$ cat config.mk
export PLATFORM = sky130hd
export DESIGN_NAME = debug_trace_buffer
export DESIGN_NICKNAME = d
export VERILOG_FILES = /design/src/rtl/debug_trace_buffer.sv
export SDC_FILE = /design/constraint.sdc
export NUM_CORES = 1
export LEC_CHECK = 0
export CORE_MARGIN = 8
export CORE_UTILIZATION = 57
export CTS_CLUSTER_DIAMETER = 40
export DETAILED_ROUTE_END_ITERATION = 7
export DONT_BUFFER_PORTS = 1
export GPL_TIMING_DRIVEN = 0
export PLACE_DENSITY = 0.86
export SETUP_SLACK_MARGIN = 0.05
export SYNTH_ARGS = -nofsm -noshare
export SYNTH_HDL_FRONTEND = slang
export SYNTH_SLANG_ARGS = --single-unit
$ cat constraint.sdc
create_clock -name clk -period 7.2 [get_ports clk]
set_clock_uncertainty 0.2 [all_clocks]
set_input_delay 0.72 -clock clk [delete_from_list [all_inputs] [get_ports clk]]
set_output_delay 0.72 -clock clk [all_outputs]
set_load 0.005 [all_outputs]
$ cat src/rtl/debug_trace_buffer.sv
// Trace capture buffer: samples CHANNELS parallel buses into a circular buffer,
// stops a programmable number of samples after a channel-0 trigger, and replays the window oldest-first.
module debug_trace_buffer #(
  parameter int WIDTH    = 16,
  parameter int CHANNELS = 4,
  parameter int DEPTH    = 16,
  parameter int AW       = $clog2(DEPTH)  // derived; leave at default
) (
  input  logic                      clk,
  input  logic                      reset,
  input  logic                      arm,
  input  logic                      sample_en,
  input  logic [WIDTH*CHANNELS-1:0] sample_in,
  input  logic [WIDTH-1:0]          trig_value,
  input  logic [WIDTH-1:0]          trig_mask,
  input  logic                      force_trig,
  input  logic [AW:0]               post_count,
  input  logic                      rd_en,
  output logic [WIDTH*CHANNELS-1:0] rd_data,
  output logic                      rd_valid,
  output logic                      rd_last,
  output logic [1:0]                state,
  output logic [AW:0]               fill_count,
  output logic                      triggered
);

  localparam int          DW      = WIDTH * CHANNELS;
  localparam logic [AW:0] DEPTH_C = (AW+1)'(DEPTH);

  typedef enum logic [1:0] {
    S_IDLE  = 2'd0,
    S_ARMED = 2'd1,
    S_POST  = 2'd2,
    S_DONE  = 2'd3
  } state_e;

  state_e          state_q, state_d;
  logic [AW-1:0]   wr_ptr_q, wr_ptr_d;
  logic [AW-1:0]   rd_ptr_q, rd_ptr_d;
  logic [AW:0]     fill_q, fill_d;
  logic [AW:0]     post_q, post_d;
  logic [AW:0]     remain_q, remain_d;
  logic [AW:0]     rd_cnt_q, rd_cnt_d;
  logic            trig_q, trig_d;
  logic [DW-1:0]   rd_data_q, rd_data_d;
  logic            rd_valid_q, rd_valid_d;
  logic            rd_last_q, rd_last_d;
  logic            wr_en;
  logic            match;
  logic            done_entry;

  logic [DW-1:0]   mem [DEPTH];

  assign match = sample_en &
                 (force_trig | (((sample_in[WIDTH-1:0] ^ trig_value) & trig_mask) == '0));

  always_comb begin
    state_d    = state_q;
    wr_ptr_d   = wr_ptr_q;
    rd_ptr_d   = rd_ptr_q;
    fill_d     = fill_q;
    post_d     = post_q;
    remain_d   = remain_q;
    rd_cnt_d   = rd_cnt_q;
    trig_d     = trig_q;
    rd_data_d  = rd_data_q;
    rd_valid_d = 1'b0;
    rd_last_d  = 1'b0;
    wr_en      = 1'b0;
    done_entry = 1'b0;

    if (arm) begin
      // arm overrides everything, including a same-cycle sample or read
      state_d  = S_ARMED;
      wr_ptr_d = '0;
      rd_ptr_d = '0;
      fill_d   = '0;
      rd_cnt_d = '0;
      trig_d   = 1'b0;
      remain_d = '0;
      post_d   = (post_count > DEPTH_C) ? DEPTH_C : post_count;
    end else begin
      case (state_q)
        S_ARMED: begin
          if (sample_en) begin
            wr_en    = 1'b1;
            wr_ptr_d = wr_ptr_q + AW'(1);
            fill_d   = (fill_q == DEPTH_C) ? fill_q : fill_q + (AW+1)'(1);
            if (match) begin
              trig_d = 1'b1;
              if (post_q == '0) begin
                done_entry = 1'b1;
              end else begin
                state_d  = S_POST;
                remain_d = post_q;
              end
            end
          end
        end
        S_POST: begin
          if (sample_en) begin
            wr_en    = 1'b1;
            wr_ptr_d = wr_ptr_q + AW'(1);
            fill_d   = (fill_q == DEPTH_C) ? fill_q : fill_q + (AW+1)'(1);
            remain_d = remain_q - (AW+1)'(1);
            if (remain_q == (AW+1)'(1)) done_entry = 1'b1;
          end
        end
        S_DONE: begin
          if (rd_en && (rd_cnt_q != fill_q)) begin
            rd_data_d  = mem[rd_ptr_q];
            rd_valid_d = 1'b1;
            rd_last_d  = ((rd_cnt_q + (AW+1)'(1)) == fill_q);
            rd_ptr_d   = rd_ptr_q + AW'(1);
            rd_cnt_d   = rd_cnt_q + (AW+1)'(1);
          end
        end
        default: ;
      endcase
    end

    // Oldest entry sits fill_count behind the write pointer; a full buffer wraps to wr_ptr itself.
    if (done_entry) begin
      state_d  = S_DONE;
      rd_ptr_d = wr_ptr_d - fill_d[AW-1:0];
      rd_cnt_d = '0;
    end
  end

  always_ff @(posedge clk or posedge reset) begin
    if (reset) begin
      state_q    <= S_IDLE;
      wr_ptr_q   <= '0;
      rd_ptr_q   <= '0;
      fill_q     <= '0;
      post_q     <= '0;
      remain_q   <= '0;
      rd_cnt_q   <= '0;
      trig_q     <= 1'b0;
      rd_data_q  <= '0;
      rd_valid_q <= 1'b0;
      rd_last_q  <= 1'b0;
    end else begin
      state_q    <= state_d;
      wr_ptr_q   <= wr_ptr_d;
      rd_ptr_q   <= rd_ptr_d;
      fill_q     <= fill_d;
      post_q     <= post_d;
      remain_q   <= remain_d;
      rd_cnt_q   <= rd_cnt_d;
      trig_q     <= trig_d;
      rd_data_q  <= rd_data_d;
      rd_valid_q <= rd_valid_d;
      rd_last_q  <= rd_last_d;
    end
  end

  always_ff @(posedge clk) begin
    if (wr_en) mem[wr_ptr_q] <= sample_in;
  end

  assign rd_data    = rd_data_q;
  assign rd_valid   = rd_valid_q;
  assign rd_last    = rd_last_q;
  assign state      = state_q;
  assign fill_count = fill_q;
  assign triggered  = trig_q;

endmodule

Yosys cells after proc, flatten, opt, wreduce, memory -nomap -nowiden
Memories as Yosys holds them, arrays and structs flattened. A register that Yosys moved wholly into a read port is not among the register bits.
Index checks and enable logic that the tools add are counted.
- bits in registers: 33
- memory bits (writable): 1024
- bits of input ports: 107
- output and inout port bits: 74
- word-level logic and storage cells: 107
- memories: 1
- memory list (name ; words ; width ; read ports ; clocked after memory_dff ; write ports ; line ; RTL):
    mem ; 16 ; 64 ; 1 ; 1 ; 1 ; 52 ; logic [DW-1:0] mem [DEPTH];
- add/subtract/negate cells: 6
- $lt $le $gt $ge: 1
- equality and inequality tests: 13
- mux-type cells: 50
- bitwise gates (word level): 5
- reductions and logical operators: 20
- operators by type and width (operator ; number):
    2-to-1 mux 5 bit ; 14
    2-to-1 mux 4 bit ; 7
    2-to-1 mux 1 bit ; 21
    nonzero test 3 bit ; 6
    AND 16 bit ; 1
    logical NOT 16 bit ; 1
    bitwise XOR 16 bit ; 1
    != test 3 bit, second input constant ; 5
    2-to-1 mux 2 bit ; 6
    adder 5 x 1 -> 5 bit, second input constant ; 2
    one-hot mux 5 bit (2 select lines) ; 1
    AND reduction 3 bit ; 3
    adder 4 x 1 -> 4 bit, second input constant ; 2
    nonzero test 2 bit ; 4
    == test 5 x 1 -> 1 bit, second input constant ; 1
    == test 5 bit ; 1
    == test 5 bit, second input constant ; 1
    > comparator 5 bit, second input constant ; 1
    logical NOT 5 bit ; 1
    != test 5 bit ; 1
    AND reduction 5 bit ; 1
    subtractor 5 x 1 -> 5 bit, second input constant ; 1
    == test 2 bit, second input constant ; 2
    AND reduction 4 bit ; 1
    other kinds (10) ; 10

Logic depth before layout (Yosys ltp)
- depth in word-level cells: 11
- gate-level depth with buffers: 14
- depth with buffers taken out: 13

Worst setup path before layout
No wires, ideal clock.
- path type: reg2reg
- from: reg state_q[0] (netlist: state[0])
- to: mem mem[3][0] (netlist bit), enable pin
- setup time: 565 ps
- data arrival time: 5957 ps
- data required time: 6435 ps
- slack: 479 ps
- cell stages (with the launch flop): 8
- path buffers: 1
- clock period less this slack: 6721 ps
- cell sequence: dfrtp_1 -> inv_1 -> ha_1 -> nor2b_1 -> clkbuf_1 -> nor2b_1 -> nand2_1 -> nor3_1
- cells in the longest elaborated chain, start to end: 6
- elaborated cells on any way between the ends: 7
- classes of those cells: 2 x eq/ne; 4 x mux; 1 x reduce/logical
- ends and longest elaborated chain (what ; line ; RTL):
    from (decl) ; 37 ; state_e state_q, state_d;
    from (signal assigned) ; 144 ; state_q <= state_d;
    == test 2 bit or == test 2 x 1 -> 1 bit (tied branches) ; 83 ; case (state_q)
    OR reduction 2 bit (no source line) * ; -- ;
    2-to-1 mux 1 bit * ; -- ;
    2-to-1 mux 1 bit * ; 72 ; if (arm) begin
    2-to-1 mux 1 bit * ; 159 ; if (wr_en) mem[wr_ptr_q] <= sample_in;
    2-to-1 mux 1 bit (not written as such) * ; 159 ;
    to (decl) ; 52 ;
Mark *: on every way between the ends. The rest lies on a longest branch, timed or not.

==> results.md <==
- Design area: 0.0504 mm²
- Clock H-tree levels: 3
- First-pass GRT wire length: 171000 µm
- Post-layout util: 66.4%
- Worst setup SP type: flip-flop
- Vias in the first global route: 25200
- LEAKAGE: 16.0 nW
- Final slew viol count: 0
- Per-cell routed wire length: 33.5 µm
- Maxcap violations: 0
- Placed Area: 0.0460 mm²
- Worst reg-to-reg setup slack: 2550 ps
- Setup CP Type: flip-flop to flip-flop
- Final ANT Viol Nets: 0
- Hold Vio Cnt, Final: 0
- DP Cell Count: 3302
- Tightest Pin Transition: 1240 ps
- Element type at the critical path end: flip-flop
- Syn. warnings: 0
- CORE AREA: 0.0759 mm²
- Most common cell after layout, fill and taps aside: edfxtp_1
- Commonest cells after routing, fill and taps aside: edfxtp_1, mux4_2, mux2i_1, clkbuf_16, nand2_1
- Hold Path Cell Cnt: 2
- IO Count: 181
- Initial DRT Pass Iterations: 6
- Avg Cell Area, Syn: 19.7 µm²
- Post-Layout Cell Count: 3591
- Number of cell rows: 101
- Routed wire length: 120000 µm
- Critical path cell sequence: clkbuf_1 > clkbuf_1 > nand2_1 > clkbuf_1 > o22ai_1 > o31ai_1 > o21ai_0
- Synth Cell Area: 0.0437 mm²
- Setup violations, final: 0
- Num Clock Sinks: 1121
- Syn nets: 2340
- Most used cell, CP: clkbuf_1
- Synth Flop Type: edfxtp_1
- Grt total ovfl: 0
- Slowest stage cell, crit path: clkbuf_1
- Layout cells sized above 1: 21.0%
- Synth Area in Simple Gates: 2.81%
- Synth top area cells: edfxtp_1, mux4_2, dfrtp_1
- VDD IR max: 0.000186 V
- Register area share after synthesis: 76.0%
- Seq cells post-synth: 1121
- Clock Tree Buf Depth: 3
- Pin count of the biggest net entering global routing: 57
- Status: completed
- Slowest cell delay on critical path: 960 ps
- Worst hold margin: 34.8 ps
- Power Density: 287 mW/mm²
- Hold Crit Class: primary input to flip-flop
- Routability Congestion: 0.836
- Die Width: 293 µm
- Min-Delay Endpoint: triggered
- GRT Overall Usage: 27.4%
- Initial core utilization: 57.5%
- Fin crit period: 4650 ps
- R2R cell count: 7
- Max FO, Critical Path: 10
- Post-synthesis compound-gate area fraction: 3.76%
- Post-Syn Instances: 2216
- Slew Limit Headroom: 17.1%
- Synth Area in XOR/XNOR: 0.822%
- Post-synth top area share: 70.4%
- CTS Buf Count: 112
- RSZ-0062 raised after global routing: false
- Post-CTS sizing: 0
- Final nets: 2581
- Port Buffer Count: 0
- Vias per cell: 6.78
- Drt first-iter violations: 3815
- Area Growth Syn to Fin: 15.4%
- Worst Hold Launch: sample_en
- DP HPWL: 72500 µm
- Vias: 24300
- Async SR Flop Fraction: 8.65%
- Area leader, netlist: edfxtp_1
- Worst flop-to-flop path endpoint: rd_data[21]
- Synth unique cells: 52
- DRC viols: 0
- Die area: 0.0857 mm²
- Clock transition at the registers of the reported paths: 70 ps
- Final worst-path cycle share: 64.5%
- Mux cell area share after synthesis: 14.5%
- Post-synth EDFFs: 1024
- CTS tree: done
- Clock insertion delay at the later pin of the skew report: 680 ps
- WP data required: 7510 ps
- Initial antenna violation count: 15
- CP arrival: 4950 ps
- Largest family of logic cells by synthesized area: multiplexers
- Root Buffer Master: clkbuf_16
- Die Height: 293 µm
- Max Freq: 215 MHz
- Reg2Reg Launch Point: rd_ptr_q[2]
- Synth Area in Adders: 0.504%
-- state kept, by name, indices dropped and copies added, names as in the netlist --
name,flops
triggered,1
rd_valid,1
rd_ptr_q,4
state,2
fill_count,5
rd_data,64
wr_ptr_q,4
mem,1024
rd_last,1
remain_q,5
rd_cnt_q,5
post_q,5
-- power breakdown --
part           total, mW  internal [mW]  switching, mW
Clock               5.86           3.33           2.53
Combinational       1.03          0.409          0.623
Sequential          7.59           7.33          0.265
-- per-layer routing --
layer	share of wire, %	GRT usage [%]	wire [µm]	up-vias
met2	48	44.5	57400	2215
met3	14	8.57	16400	419
li1	-	-	-	9459
met1	32	32.9	39000	12200
met4	6.2	14.9	7490	8
met5	0.074	0	89	-
-- synth_stat cells (all sizes together), types with 2 or more instances --
| master | number |
|---|---|
| ha | 16 |
| xnor2 | 12 |
| o22ai | 69 |
| mux2 | 37 |
| nor2b | 68 |
| o221ai | 36 |
| buf | 67 |
| o211ai | 3 |
| nor2 | 30 |
| mux4 | 192 |
| edfxtp | 1024 |
| dfrtp | 97 |
| nand2 | 110 |
| a22oi | 9 |
| and3 | 2 |
| nand2b | 7 |
| a21o | 2 |
| a21oi | 10 |
| or2 | 3 |
| nor3 | 13 |
| clkbuf | 57 |
| inv | 21 |
| xor2 | 29 |
| nand3b | 2 |
| o21ai | 77 |
| mux2i | 160 |
| and2 | 3 |
| a211o | 3 |
| nand4 | 5 |
| nand3 | 5 |
| a211oi | 3 |
| o31ai | 31 |
-- critical path: cells and delay by family, from the launching register on --
kind | cells | cell delay, ps
AOI/OAI and AO/OA | 3 | 890
buffers and inverters | 3 | 2150
DFF | 1 | 350
and+or+nand+nor | 1 | 880
-- how the worst max path moves through the flow --
stage	start	end	slack, ps	cells past startpoint
finish	rd_ptr_q[2]	rd_data[21]	2550	7
global route	rd_ptr_q[2]	rd_data[21]	2650	7
CTS	state[0]	mem[0][45]	2820	11
detailed placement	state[0]	mem[0][45]	2900	11
global placement	state[0]	mem[1][61]	-4340	7
floorplan	state[0]	mem[3][0]	480	7
-- layout make-up --
class	instances	area (µm²)
diodes	10	25.0
plain buffers	124	632
clock buffers	142	3030
clock inverters	66	666
fillers	4325	25500
inverters	21	81.3
multi-input cells	950	9900
flip-flops and latches	1121	33200
well taps	1030	1290
repair buffers	127	1620
-- per-stage QoR --
stage | setup slack (ps) | setup TNS [ps] | total power [mW]
final | 2550 | 0 | 14.5
after global routing | 2650 | 0 | 14.8
after CTS | 2820 | 0 | 14.4
after detailed placement | 2900 | 0 | 8.59
after global placement | -4340 | -1573820 | 8.52
after floorplan | 479 | 0 | 8.20
-- cells by family after synthesis --
| logic type | count (synthesis) |
|---|---|
| flops | 1121 |
| fa+ha+maj | 17 |
| buf+inv | 145 |
| compound gates | 251 |
| simple gates | 252 |
| mux | 389 |
| xor+xnor | 41 |
-- repair_timing --
action,CTS,global route
buffers inserted,0,0
endpoints found under the hold margin,1071,0
hold buffers,71,0
(Power assumes the default switching activity.)
